## src/rtl/ser_frame_pkg.sv

```systemverilog
// Purpose: shared types and default parameters for the serial frame demultiplexer.
// Contents: FSM state enum, default parameter constants, width helper.
package ser_frame_pkg;

  localparam int unsigned DEF_N_CH        = 4;
  localparam int unsigned DEF_LEN_W       = 4;
  localparam int unsigned DEF_PARITY_EN   = 1;
  localparam int unsigned DEF_SYNC_STAGES = 2;

  typedef enum logic [2:0] {
    S_IDLE = 3'd0,
    S_CH   = 3'd1,
    S_LEN  = 3'd2,
    S_DATA = 3'd3,
    S_PAR  = 3'd4,
    S_DONE = 3'd5
  } state_e;

  // Larger of two widths, used to size the shared header bit counter.
  function automatic int unsigned max_w(input int unsigned a, input int unsigned b);
    return (a > b) ? a : b;
  endfunction

endpackage

```

## src/rtl/pb_edge_sync.sv

```systemverilog
// Purpose: synchronise the push-button strobe and serial data into clk and
//          detect rising strobe edges, only once a genuine low has been seen.
// Ports:
//   clk, rst       system clock, synchronous active-high reset
//   i_pb           asynchronous bit strobe
//   i_ser          asynchronous serial data
//   o_bit_stb_c    one-cycle strobe (combinational from sync registers)
//   o_bit_val      serial data aligned with o_bit_stb_c
module pb_edge_sync #(
  parameter int unsigned SYNC_STAGES = 2
) (
  input  logic clk,
  input  logic rst,
  input  logic i_pb,
  input  logic i_ser,
  output logic o_bit_stb_c,
  output logic o_bit_val
);

  logic [SYNC_STAGES-1:0] r_pb_sync;
  logic [SYNC_STAGES-1:0] r_ser_sync;
  logic [SYNC_STAGES-1:0] r_fill;
  logic                   r_pb_d;
  logic                   r_armed;
  logic                   w_pb_s;

  assign w_pb_s = r_pb_sync[SYNC_STAGES-1];

  // r_fill marks when the sync output reflects a real sample rather than the
  // reset value, so a strobe held high through reset cannot arm the detector.
  always_ff @(posedge clk) begin
    if (rst) begin
      r_pb_sync  <= '0;
      r_ser_sync <= '0;
      r_fill     <= '0;
      r_pb_d     <= 1'b0;
      r_armed    <= 1'b0;
    end else begin
      r_pb_sync  <= {r_pb_sync[SYNC_STAGES-2:0], i_pb};
      r_ser_sync <= {r_ser_sync[SYNC_STAGES-2:0], i_ser};
      r_fill     <= {r_fill[SYNC_STAGES-2:0], 1'b1};
      r_pb_d     <= w_pb_s;
      if (r_fill[SYNC_STAGES-1] && !w_pb_s) begin
        r_armed <= 1'b1;
      end
    end
  end

  assign o_bit_stb_c = w_pb_s & ~r_pb_d & r_armed;
  assign o_bit_val   = r_ser_sync[SYNC_STAGES-1];

endmodule

```

## src/rtl/ser_frame_demux.sv

```systemverilog
// Purpose: framed serial receiver; parses start/channel/length header, routes
//          data bits to the addressed channel, optionally checks even parity.
// Ports:
//   clk, rst     system clock, synchronous active-high reset
//   clkPB        asynchronous bit strobe (one bit per rising edge)
//   Ser_In       asynchronous serial data
//   p            per-channel data, only the addressed bit may be set
//   SerOutValid  pulse per routed data bit
//   cnt_left     data bits remaining in the frame
//   busy         FSM not idle
//   done         pulse one cycle after the frame completes
//   par_err      parity mismatch on the last frame
module ser_frame_demux
  import ser_frame_pkg::*;
#(
  parameter int unsigned N_CH        = DEF_N_CH,
  parameter int unsigned LEN_W       = DEF_LEN_W,
  parameter int unsigned PARITY_EN   = DEF_PARITY_EN,
  parameter int unsigned SYNC_STAGES = DEF_SYNC_STAGES
) (
  input  logic             clk,
  input  logic             rst,
  input  logic             clkPB,
  input  logic             Ser_In,
  output logic [N_CH-1:0]  p,
  output logic             SerOutValid,
  output logic [LEN_W-1:0] cnt_left,
  output logic             busy,
  output logic             done,
  output logic             par_err
);

  localparam int unsigned CH_W  = $clog2(N_CH);
  localparam int unsigned CNT_W = max_w(CH_W, LEN_W);

  logic w_bit_stb;
  logic w_bit_val;

  pb_edge_sync #(
    .SYNC_STAGES(SYNC_STAGES)
  ) u_sync (
    .clk        (clk),
    .rst        (rst),
    .i_pb       (clkPB),
    .i_ser      (Ser_In),
    .o_bit_stb_c(w_bit_stb),
    .o_bit_val  (w_bit_val)
  );

  state_e           r_state,     w_state_nxt;
  logic [CH_W-1:0]  r_ch,        w_ch_nxt;
  logic [LEN_W-1:0] r_len,       w_len_nxt;
  logic [CNT_W-1:0] r_bit_cnt,   w_bit_cnt_nxt;
  logic             r_par,       w_par_nxt;
  logic [N_CH-1:0]  r_p,         w_p_nxt;
  logic             r_valid,     w_valid_nxt;
  logic [LEN_W-1:0] r_cnt_left,  w_cnt_left_nxt;
  logic             r_busy,      w_busy_nxt;
  logic             r_done,      w_done_nxt;
  logic             r_par_err,   w_par_err_nxt;

  logic [CH_W-1:0]  w_ch_shift;
  logic [LEN_W-1:0] w_len_shift;
  logic             w_last_ch;
  logic             w_last_len;
  state_e           w_end_state;

  // Header fields shift MSB first; casts keep the low bits of {reg, new bit}.
  assign w_ch_shift  = CH_W'({r_ch, w_bit_val});
  assign w_len_shift = LEN_W'({r_len, w_bit_val});
  assign w_last_ch   = (r_bit_cnt == CNT_W'(CH_W - 1));
  assign w_last_len  = (r_bit_cnt == CNT_W'(LEN_W - 1));
  assign w_end_state = (PARITY_EN != 0) ? S_PAR : S_DONE;

  // State and output registers.
  always_ff @(posedge clk) begin
    if (rst) begin
      r_state    <= S_IDLE;
      r_ch       <= '0;
      r_len      <= '0;
      r_bit_cnt  <= '0;
      r_par      <= 1'b0;
      r_p        <= '0;
      r_valid    <= 1'b0;
      r_cnt_left <= '0;
      r_busy     <= 1'b0;
      r_done     <= 1'b0;
      r_par_err  <= 1'b0;
    end else begin
      r_state    <= w_state_nxt;
      r_ch       <= w_ch_nxt;
      r_len      <= w_len_nxt;
      r_bit_cnt  <= w_bit_cnt_nxt;
      r_par      <= w_par_nxt;
      r_p        <= w_p_nxt;
      r_valid    <= w_valid_nxt;
      r_cnt_left <= w_cnt_left_nxt;
      r_busy     <= w_busy_nxt;
      r_done     <= w_done_nxt;
      r_par_err  <= w_par_err_nxt;
    end
  end

  // Next-state and next-output logic.
  always_comb begin
    w_state_nxt    = r_state;
    w_ch_nxt       = r_ch;
    w_len_nxt      = r_len;
    w_bit_cnt_nxt  = r_bit_cnt;
    w_par_nxt      = r_par;
    w_p_nxt        = r_p;
    w_valid_nxt    = 1'b0;
    w_cnt_left_nxt = r_cnt_left;
    w_par_err_nxt  = r_par_err;
    // done trails the DONE state by a cycle so it never overlaps the last data pulse
    w_done_nxt     = (r_state == S_DONE);

    case (r_state)
      S_IDLE, S_DONE: begin
        if (r_state == S_DONE) begin
          w_state_nxt = S_IDLE;
        end
        if (w_bit_stb && !w_bit_val) begin
          w_state_nxt    = S_CH;
          w_p_nxt        = '0;
          w_par_err_nxt  = 1'b0;
          w_par_nxt      = 1'b0;
          w_ch_nxt       = '0;
          w_len_nxt      = '0;
          w_bit_cnt_nxt  = '0;
          w_cnt_left_nxt = '0;
        end
      end
      S_CH: begin
        if (w_bit_stb) begin
          w_ch_nxt = w_ch_shift;
          if (w_last_ch) begin
            w_bit_cnt_nxt = '0;
            w_state_nxt   = S_LEN;
          end else begin
            w_bit_cnt_nxt = r_bit_cnt + CNT_W'(1);
          end
        end
      end
      S_LEN: begin
        if (w_bit_stb) begin
          w_len_nxt = w_len_shift;
          if (w_last_len) begin
            w_bit_cnt_nxt  = '0;
            w_cnt_left_nxt = w_len_shift;
            w_state_nxt    = (w_len_shift == '0) ? w_end_state : S_DATA;
          end else begin
            w_bit_cnt_nxt = r_bit_cnt + CNT_W'(1);
          end
        end
      end
      S_DATA: begin
        if (w_bit_stb) begin
          w_p_nxt        = '0;
          w_p_nxt[r_ch]  = w_bit_val;
          w_valid_nxt    = 1'b1;
          w_par_nxt      = r_par ^ w_bit_val;
          w_cnt_left_nxt = r_cnt_left - LEN_W'(1);
          if (r_cnt_left == LEN_W'(1)) begin
            w_state_nxt = w_end_state;
          end
        end
      end
      S_PAR: begin
        if (w_bit_stb) begin
          w_par_err_nxt = w_bit_val ^ r_par;
          w_state_nxt   = S_DONE;
        end
      end
      default: begin
        w_state_nxt = S_IDLE;
      end
    endcase

    w_busy_nxt = (w_state_nxt != S_IDLE);
  end

  assign p           = r_p;
  assign SerOutValid = r_valid;
  assign cnt_left    = r_cnt_left;
  assign busy        = r_busy;
  assign done        = r_done;
  assign par_err     = r_par_err;

endmodule
```

## config.mk

```make
export PLATFORM = sky130hd
export DESIGN_NAME = ser_frame_demux
export DESIGN_NICKNAME = d
export VERILOG_FILES = /design/src/rtl/ser_frame_pkg.sv /design/src/rtl/pb_edge_sync.sv /design/src/rtl/ser_frame_demux.sv
export SDC_FILE = /design/constraint.sdc
export NUM_CORES = 1
export LEC_CHECK = 0
export ABC_AREA = 1
export CAP_MARGIN = 30
export CELL_PAD_IN_SITES_DETAIL_PLACEMENT = 1
export CELL_PAD_IN_SITES_GLOBAL_PLACEMENT = 1
export CORE_MARGIN = 2
export CORE_UTILIZATION = 40
export DETAILED_ROUTE_END_ITERATION = 10
export PLACE_DENSITY_LB_ADDON = 0.12
export REMOVE_ABC_BUFFERS = 1
export SYNTH_ARGS = -nofsm -noshare
export SYNTH_HDL_FRONTEND = slang
export SYNTH_SLANG_ARGS = --single-unit
```

## constraint.sdc

```tcl
create_clock -name clk -period 1.58 [get_ports clk]
set_clock_uncertainty 0.05 [all_clocks]
set_input_delay 0.158 -clock clk [delete_from_list [all_inputs] [get_ports clk]]
set_output_delay 0.158 -clock clk [all_outputs]
set_load 0.005 [all_outputs]
```

==> results of run 1 <==
-- cells in the final DEF (no fill, tap or decap), types with 2 or more instances in the layout --
cell             instances
nand2_4                  3
clkinv_2                 2
o22ai_1                  2
a21oi_1                 15
nor3_1                   3
dfxtp_2                  5
dfxtp_4                  2
nand3_1                 15
inv_2                    5
inv_1                   26
nor2_2                   2
nand2_2                  5
dfxtp_1                 26
clkbuf_8                 5
o21ai_0                  8
buf_4                   14
nand3_4                  3
nor2_4                   3
ha_1                     3
nand3_2                  2
nand4_1                  5
clkdlybuf4s50_1         15
xor2_1                   2
nand2_1                 52
nor2_1                  45
-- per-layer routing --
layer	GRT usage [%]	vias up	wire (um)
met3	4.360	6	124
li1	-	847	-
met4	5.229	0	57
met5	0	-	0
met2	32.91	22	2234
met1	24.16	811	2054
-- area by class of cell --
class | instances | area share [%]
Clock inverter | 3 | 0.8130
Timing Repair Buffer | 29 | 11.85
Inverter | 33 | 6.098
Sequential cell | 33 | 31.30
Multi-Input combinational cell | 177 | 43.84
Clock buffer | 5 | 3.194
Tap cell | 50 | 2.904
-- state kept, by name, indices dropped and copies added, names as in the netlist, 2 cells and up --
name,count
r_len,3
r_state,3
u_sync.r_fill,2
p,4
r_bit_cnt,4
cnt_left,4
r_ch,2
u_sync.r_ser_sync,2
u_sync.r_pb_sync,2
-- what timing repair did --
item / in CTS / in global routing
endpoints found under the setup margin: 3 / 14
resized for setup: 2 / 18
setup buffers: 0 / 4
pin swaps: 0 / 3
hold buffers: 0 / 0
-- worst register-to-register path, cell delays in order (launching register included) --
cell and delay (ns):
dfxtp_4 0.39, ha_2 0.20, nand3_2 0.10, nand2_1 0.10, nand3_1 0.13, nor2_4 0.19, inv_2 0.06, nor2_1 0.10
nor2_1 0.06
-- per-stage QoR --
step | hold WS [ns] | worst slack, ns | util, % | instance area (um^2)
after global placement | 0.3402 | 0.02520 | 48.78 | 1979
after global routing | 0.3601 | 0.001527 | 53.10 | 2155
after detailed placement | 0.3519 | 0.01693 | 48.78 | 1979
after CTS | 0.3399 | 0.01352 | 50.97 | 2068
final | 0.3432 | 0.09500 | 53.10 | 2155
after floorplan | 0.1771 | 0.1388 | - | 1692
-- final timing paths --
kind	slack [ns]	end	start
min reg2reg	0.36	u_sync.r_fill[1]$_SDFF_PP0_	u_sync.r_fill[0]$_DFF_P_
min	0.34	u_sync.r_ser_sync[0]$_SDFF_PP0_	Ser_In
max reg2reg	0.09	cnt_left[1]$_SDFFE_PP0P_	r_bit_cnt[0]$_SDFFE_PP0P_
max	0.09	cnt_left[1]$_SDFFE_PP0P_	r_bit_cnt[0]$_SDFFE_PP0P_
-- kinds of logic after synthesis --
| family | synth area share (%) |
|---|---|
| simple gates | 39.85 |
| buf+inv | 8.498 |
| flops | 38.68 |
| compound gates | 9.011 |
| fa+ha+maj | 2.931 |
| xor+xnor | 1.026 |
-- report_power, final --
group          internal (mW)  total (mW)  switching [mW]
Clock                  0.304       0.641           0.337
Combinational         0.0603       0.143          0.0824
Sequential             0.856       0.877          0.0207
Total                   1.22        1.66           0.440
==> flow_summary.toml, run 1 <==
[status]
run_status = "finished, final reports clean"

[global_routing]
grt_antenna_before_repair = 0
grt_start_max_net_pins = 19
grt_usage_pct = 19.19
grt_pass1_wl_um = 7355
grt_pass1_vias = 1604
overflow = 0

[routing]
vias = 1686
ant_nets = 0
drc = 0
firstDrtPassIters = 4
wl_um = 4470
viasPerCell = 5.109
post_drt_wl_per_cell_um = 13.55
initialDrtViolationCount = 36

[pwr]
leakage_nw = 0.9520
power.density_mw_per_mm2 = 770.9
irDropWorstVdd_mv = 0.4005
power_mw = 1.661

[logic_synthesis]
yosysMostFrequentCell = "nand2_1"
synthDistinctLibCells = 28
synth_area_per_cell_um2 = 6.971
yosysTopAreaCellShare_pct = 38.68
synth_seq_cells = 33
ys.flop_type = "dfxtp_1"
synth-async-reset-ratio_pct = 0
yosys-top-cells-area = "dfxtp_1 (39%), nand2_1 (12%), nor2_1 (10%), inv_1 (5.7%), nand3_1 (5.0%)"
synth_area_mm2 = 0.001708
yosys_warnings = 0
syn_inst = 245
yosys-top-cells-count = "nand2_1 (53), nor2_1 (46), dfxtp_1 (33)"
synth_top_area_cell = "dfxtp_1"
synth_edf_count = 0
synth_seq_area_share_pct = 38.68

[critical_path]
crit_top_cell = "nor2_1"
crit_family = "simple AND/OR/NAND/NOR gates"
path_depth = 8
rr_worst_depth = 8
crit_slowest_cell = "dfxtp_4"
start_kind = "flip-flop"
cp_cell_sequence = "ha_2, nand3_2, nand2_1, nand3_1, nor2_4, inv_2, nor2_1, nor2_1"
worst-path-buf-inv = 1
max_stage_delay_ns = 0.39
worstPathRequired_ns = 1.71
end_kind = "flip-flop"
path_max_fanout = 6
crit_type = "reg -> reg"
cp.arrival_ns = 1.61

[die]
num_io_pins = 16
die_w_um = 69.35
start_util_pct = 42.09
rows = 23
coreArea_mm2 = 0.004058
die_area_mm2 = 0.004809
die_y_um = 69.35

[timing]
setup_violations = 0
finalSetupTns_ns = 0
finalHoldViolations = 0
period_needed_ns = 1.485
fmax_mhz = 673.4
period_share_pct = 93.99
worstMarginPinSlew_ns = 0.3262
rsz0062_at_grt = "no"
slew_headroom_pct = 78.22
slew_violations = 0

[clocking]
worst_skew_pair.late_latency_ns = 0.29
cts_buffers = 5
cts.sinks = 33
path_clk_slew_ns = 0.08
cts_max_path_buffers = 2
cts_tree = "built"
cts-root-buf = "clkbuf_8"
cts_max_level = 2

[finish]
synthToLayoutAreaGrowth_pct = 26.15
fillers = 535
layout-drive-gt1-share_pct = 22.14
nets = 287
multi_input_area_um2 = 944.7
layoutNonFillerInstCount = 330
n_antenna_cell = 0
register_area_um2 = 674.4

[hold_path]
hold_path_class = "in -> reg"
min_path_cells = 3

[placement]
port_buffers = 15
dp_cells = 318
place.gp.congestion = 0.7542
dp_hpwl_um = 3226

[flow_run]
drv_cap = 0
No activity file was read; power rests on OpenSTA's default activity.
==> inputs of run 2 (changes only) <==
--- a/config.mk
+++ b/config.mk
@@ -10,9 +10,9 @@
 export CELL_PAD_IN_SITES_DETAIL_PLACEMENT = 1
 export CELL_PAD_IN_SITES_GLOBAL_PLACEMENT = 1
 export CORE_MARGIN = 2
-export CORE_UTILIZATION = 40
+export CORE_UTILIZATION = 36
 export DETAILED_ROUTE_END_ITERATION = 10
-export PLACE_DENSITY_LB_ADDON = 0.12
+export PLACE_DENSITY = 0.79
 export REMOVE_ABC_BUFFERS = 1
 export SYNTH_ARGS = -nofsm -noshare
 export SYNTH_HDL_FRONTEND = slang
==> constraint.sdc (replaced) <==
create_clock -name clk -period 1.34 [get_ports clk]
set_clock_uncertainty 0.05 [all_clocks]
set_input_delay 0.134 -clock clk [delete_from_list [all_inputs] [get_ports clk]]
set_output_delay 0.134 -clock clk [all_outputs]
set_load 0.005 [all_outputs]
==> flow_summary.toml, run 2 (synthesis results as in run 1) <==
[finish]
synthToLayoutAreaGrowth_pct = 61.90
layout_common_cells = "buf_4 (43), nand2_1 (35), nor2_1 (32)"
layoutNonFillerInstCount = 369
layout-drive-gt1-share_pct = 48.57
multi_input_area_mm2 = 0.001219
layout_commonest_cell = "buf_4"
fillers = 545
nets = 322
n_antenna_cell = 0
register_area_um2 = 696.9
stdcell_area_mm2 = 0.002765

[die]
die_y_um = 72.88
die_w_um = 72.88
die_area_mm2 = 0.005311
rows = 25
start_util_pct = 36.64
num_io_pins = 16
coreArea_mm2 = 0.004661

[clocking]
cts_buffers = 5
cts_max_level = 2
cts_max_path_buffers = 2
cts.sinks = 33
cts_tree = "built"
cts_hold_buffers = 0
path_clk_slew_ns = 0.07
worst_skew_pair.late_latency_ns = 0.30
cts-root-buf = "clkbuf_8"

[timing]
slew_violations = 0
finalSetupTns_ns = -1.185
period_share_pct = 109.2
slew_headroom_pct = 75.35
fmax_mhz = 683.2
finalHoldViolations = 0
rsz0062_at_grt = "yes"
period_needed_ns = 1.464
setup_violations = 18
worst_slack_ns = -0.1238
worstMarginPinSlew_ns = 0.3692

[routing]
ant_nets = 0
viasPerCell = 5.201
initialDrtViolationCount = 63
drc = 0
vias = 1919
wl_um = 6789
firstDrtPassIters = 4
post_drt_wl_per_cell_um = 18.40

[placement]
dp_cells = 345
dpl_cell_area_mm2 = 0.002157
place.gp.congestion = 0.8573
port_buffers = 15
dp_hpwl_um = 3660

[pwr]
leakage_nw = 1.316
irDropWorstVdd_mv = 0.7786
power_mw = 2.038
swShare_pct = 27.79
pwr-share-clk_pct = 37.4
internal_power_mw = 1.472
seq_power_share_pct = 50.4
power.density_mw_per_mm2 = 737.1
p_switching_uw = 566.4
power_frac_comb_pct = 12.2

[critical_path]
path_max_fanout = 7
start_kind = "flip-flop"
end_kind = "flip-flop"
worstPathRequired_ns = 1.52
crit_type = "reg -> reg"
cp.arrival_ns = 1.64

[global_routing]
grt_pass1_wl_um = 8783
grt_usage_pct = 22.40
grt_pass1_vias = 1816
overflow = 0
grt_antenna_before_repair = 0
grt_start_max_net_pins = 19

[hold_path]
hold_path_class = "in -> reg"

[flow_run]
drv_cap = 0

[status]
run_status = "finished, violations left"
violations = "negative setup slack"
==> run 2: changes by cell type in the layout (fill, tap and decap cells not counted), moves of 7 or more <==
cell and change:
nand2_4 +7, nor2_1 -13, buf_4 +29, nand2_2 +10, clkdlybuf4s50_1 -10, nor2_4 +7
nand2_1 -17
==> run 2: worst paths after layout <==
check / depth (start not counted) / to / slack, ns / start
setup / recovery: 9 / r_par$_SDFFE_PP0P_ / -0.12 / r_state[2]$_SDFF_PP0_
hold reg to reg: 2 / u_sync.r_pb_sync[1]$_SDFF_PP0_ / 0.36 / u_sync.r_pb_sync[0]$_SDFF_PP0_
setup reg to reg: 9 / r_par$_SDFFE_PP0P_ / -0.12 / r_state[2]$_SDFF_PP0_
hold / removal: 3 / u_sync.r_ser_sync[0]$_SDFF_PP0_ / 0.31 / Ser_In
==> run 2: cell type report <==
type                       count  area share, %
inverter                      33          5.204
timing repair buffer          64          20.09
clock buffer                   6          2.624
tap                           54          2.443
sequential                    33          25.20
clock inverter                 2         0.3620
multi-input combinational    177          44.07
==> run 2: power by group through the flow <==
stage | clock network [mW] | registers [mW] | logic (mW)
4_1_cts | 0.776 | 1.03 | 0.222
6_report | 0.762 | 1.03 | 0.249
5_1_grt | 0.815 | 1.03 | 0.273
3_3_place_gp | 0 | 1.05 | 0.186
2_1_floorplan | 0 | 1.05 | 0.0950
3_5_place_dp | 0 | 1.05 | 0.193
==> run 2: per-stage QoR <==
stage	utilization, %	setup slack, ns	hold slack [ns]
floorplan	-	-0.1012	0.1531
CTS	54.93	-0.06358	0.2939
global placement	46.28	-0.1778	0.3411
global route	59.33	-0.2304	0.3150
detailed placement	46.28	-0.2097	0.3482
finish	59.33	-0.1238	0.3088
==> run 2: critical path, stage by stage, from the launching register on <==
cell and delay, ns:
dfxtp_4 0.39, inv_4 0.09, nand2_4 0.07, nor2_8 0.18, inv_6 0.07, nand2_4 0.08
nand3_4 0.13, inv_4 0.13, nand2_4 0.05, a21oi_2 0.15
==> run 2: timing repair <==
item                       in CTS  in global routing
pin swaps                      16                 22
resized for setup              78                 48
buffers inserted               10                  7
setup endpoints to repair      28                 28
hold endpoints to repair        0                  0
==> run 2: per-layer routing <==
metal  track usage [%]  part of all wire [%]  vias up  wire [um]
met5                 0                     0        -          0
met4             9.671                   4.5        0        308
met3             5.110                   2.2       20        146
met2             38.48                    52       38       3509
met1             26.67                    42      944       2825
li1                  -                     -      917          -
==> inputs of run 3 (changes only) <==
--- a/config.mk
+++ b/config.mk
@@ -12,7 +12,7 @@
 export CORE_MARGIN = 2
 export CORE_UTILIZATION = 36
 export DETAILED_ROUTE_END_ITERATION = 10
-export PLACE_DENSITY = 0.79
+export PLACE_DENSITY_LB_ADDON = 0.1
 export REMOVE_ABC_BUFFERS = 1
 export SYNTH_ARGS = -nofsm -noshare
 export SYNTH_HDL_FRONTEND = slang
==> flow_summary.toml, run 3 (synthesis results as in run 1) <==
[routing]
post_drt_wl_per_cell_um = 14.11
ant_nets = 0
drc = 0
vias = 1746
met3WireLength_um = 132
wl_um = 5022
wl_met1_um = 2355
top_layer = "met4"
route.met2.wl_um = 2469
firstDrtPassIters = 4
initialDrtViolationCount = 60
viasPerCell = 4.904

[clocking]
cts.sinks = 33
path_clk_slew_ns = 0.07
cts_tree = "built"
cts_max_level = 2
worst_skew_pair.late_latency_ns = 0.28
cts_buffers = 5
cts_max_path_buffers = 2
cts-root-buf = "clkbuf_8"
cts_hold_buffers = 0

[placement]
port_buffers = 15
dp_hpwl_um = 3528
dpl_cell_area_mm2 = 0.002167
place.gp.congestion = 0.7747
place_ws_ns = -0.2077
dp_cells = 343

[pwr]
power_mw = 2.001
leakage_nw = 1.153
irDropWorstVdd_mv = 0.5719
power.density_mw_per_mm2 = 811.6

[critical_path]
worst-path-buf-inv = 1
crit_family = "simple AND/OR/NAND/NOR gates"
cp.arrival_ns = 1.54
end_kind = "flip-flop"
start_kind = "flip-flop"
crit_slowest_cell = "dfxtp_2"
cp_cell_sequence = "inv_1, ha_2, or2_2, a31o_2, nor2_1, nor2_1"
crit_type = "reg -> reg"
path_max_fanout = 4
max_stage_delay_ns = 0.35
path_depth = 6
worstPathRequired_ns = 1.46
crit_top_cell = "nor2_1"
rr_worst_depth = 6

[timing]
period_share_pct = 106.0
rsz0062_at_grt = "yes"
setup_violations = 17
finalHoldViolations = 0
worst_slack_ns = -0.07975
slew_violations = 0
worstMarginPinSlew_ns = 0.2371
period_needed_ns = 1.420
hold-worst-slack_ns = 0.3215
slew_headroom_pct = 84.10
fmax_mhz = 704.3

[die]
num_io_pins = 16
die_y_um = 72.88
coreArea_mm2 = 0.004661
rows = 25
die_area_mm2 = 0.005311
die_w_um = 72.88
start_util_pct = 36.64

[hold_path]
min_path_cells = 3
hold_path_class = "in -> reg"

[finish]
layout_common_cells = "nand2_1 (46), nor2_1 (40), buf_4 (33)"
layout-drive-gt1-share_pct = 35.10
layoutNonFillerInstCount = 356
n_antenna_cell = 0
layout_commonest_cell = "nand2_1"
stdcell_area_mm2 = 0.002465
nets = 310
synthToLayoutAreaGrowth_pct = 44.32

[global_routing]
grt_antenna_before_repair = 0
grt_start_max_net_pins = 19
grt_usage_pct = 19.91
grt_pass1_wl_um = 8093
overflow = 0
grt_pass1_vias = 1690

[status]
violations = "negative setup slack"
run_status = "finished, violations left"

[flow_run]
drv_cap = 0
[run 3: routing by layer]
layer / vias up / GRT usage [%]
li1: 887 / -
met1: 832 / 27.55
met2: 23 / 32.02
met3: 4 / 4.144
met4: 0 / 4.321
met5: - / 0
[run 3: stage by stage]
step | util [%] | setup TNS [ns]
floorplan | - | -0.1219
global route | 52.89 | -2.738
CTS | 51.28 | -0.3730
finish | 52.89 | -0.7242
detailed placement | 46.50 | -2.995
global placement | 46.50 | -2.194
[run 3: where the power goes]
part / switching (mW) / internal, mW / total, mW / leakage (nW)
logic: 0.114 / 0.0961 / 0.210 / 0.835
clock network: 0.355 / 0.406 / 0.760 / 0.0433
registers: 0.0222 / 1.01 / 1.03 / 0.275
[run 3: worst paths after layout]
kind / startpoint / end / slack [ns]
hold reg to reg: u_sync.r_pb_sync[0]$_SDFF_PP0_ / u_sync.r_pb_sync[1]$_SDFF_PP0_ / 0.35
hold / removal: Ser_In / u_sync.r_ser_sync[0]$_SDFF_PP0_ / 0.32
setup / recovery: cnt_left[0]$_SDFFE_PP0P_ / cnt_left[2]$_SDFFE_PP0P_ / -0.08
setup reg to reg: cnt_left[0]$_SDFFE_PP0P_ / cnt_left[2]$_SDFFE_PP0P_ / -0.08
[run 3: layout make-up]
cell class	count	area [um^2]
fillers	598	2196
multi-input cells	177	1023
flip-flops and latches	33	684.4
repair buffers	52	465.4
inverters	33	133.9
clock buffers	6	82.58
well taps	54	67.56
clock inverters	1	7.507
[run 3: tightest hold or removal path, delay by kind of cell]
family	cells	cell delay, ns
AND/OR/NAND/NOR	1	0.03
buffers and inverters	2	0.44
[run 3: what timing repair did]
item                       in CTS  in global routing
gates cloned                    0                  0
setup endpoints to repair      27                 26
setup buffers                   5                  1
pin swaps                      12                  6
resized for setup              34                 24
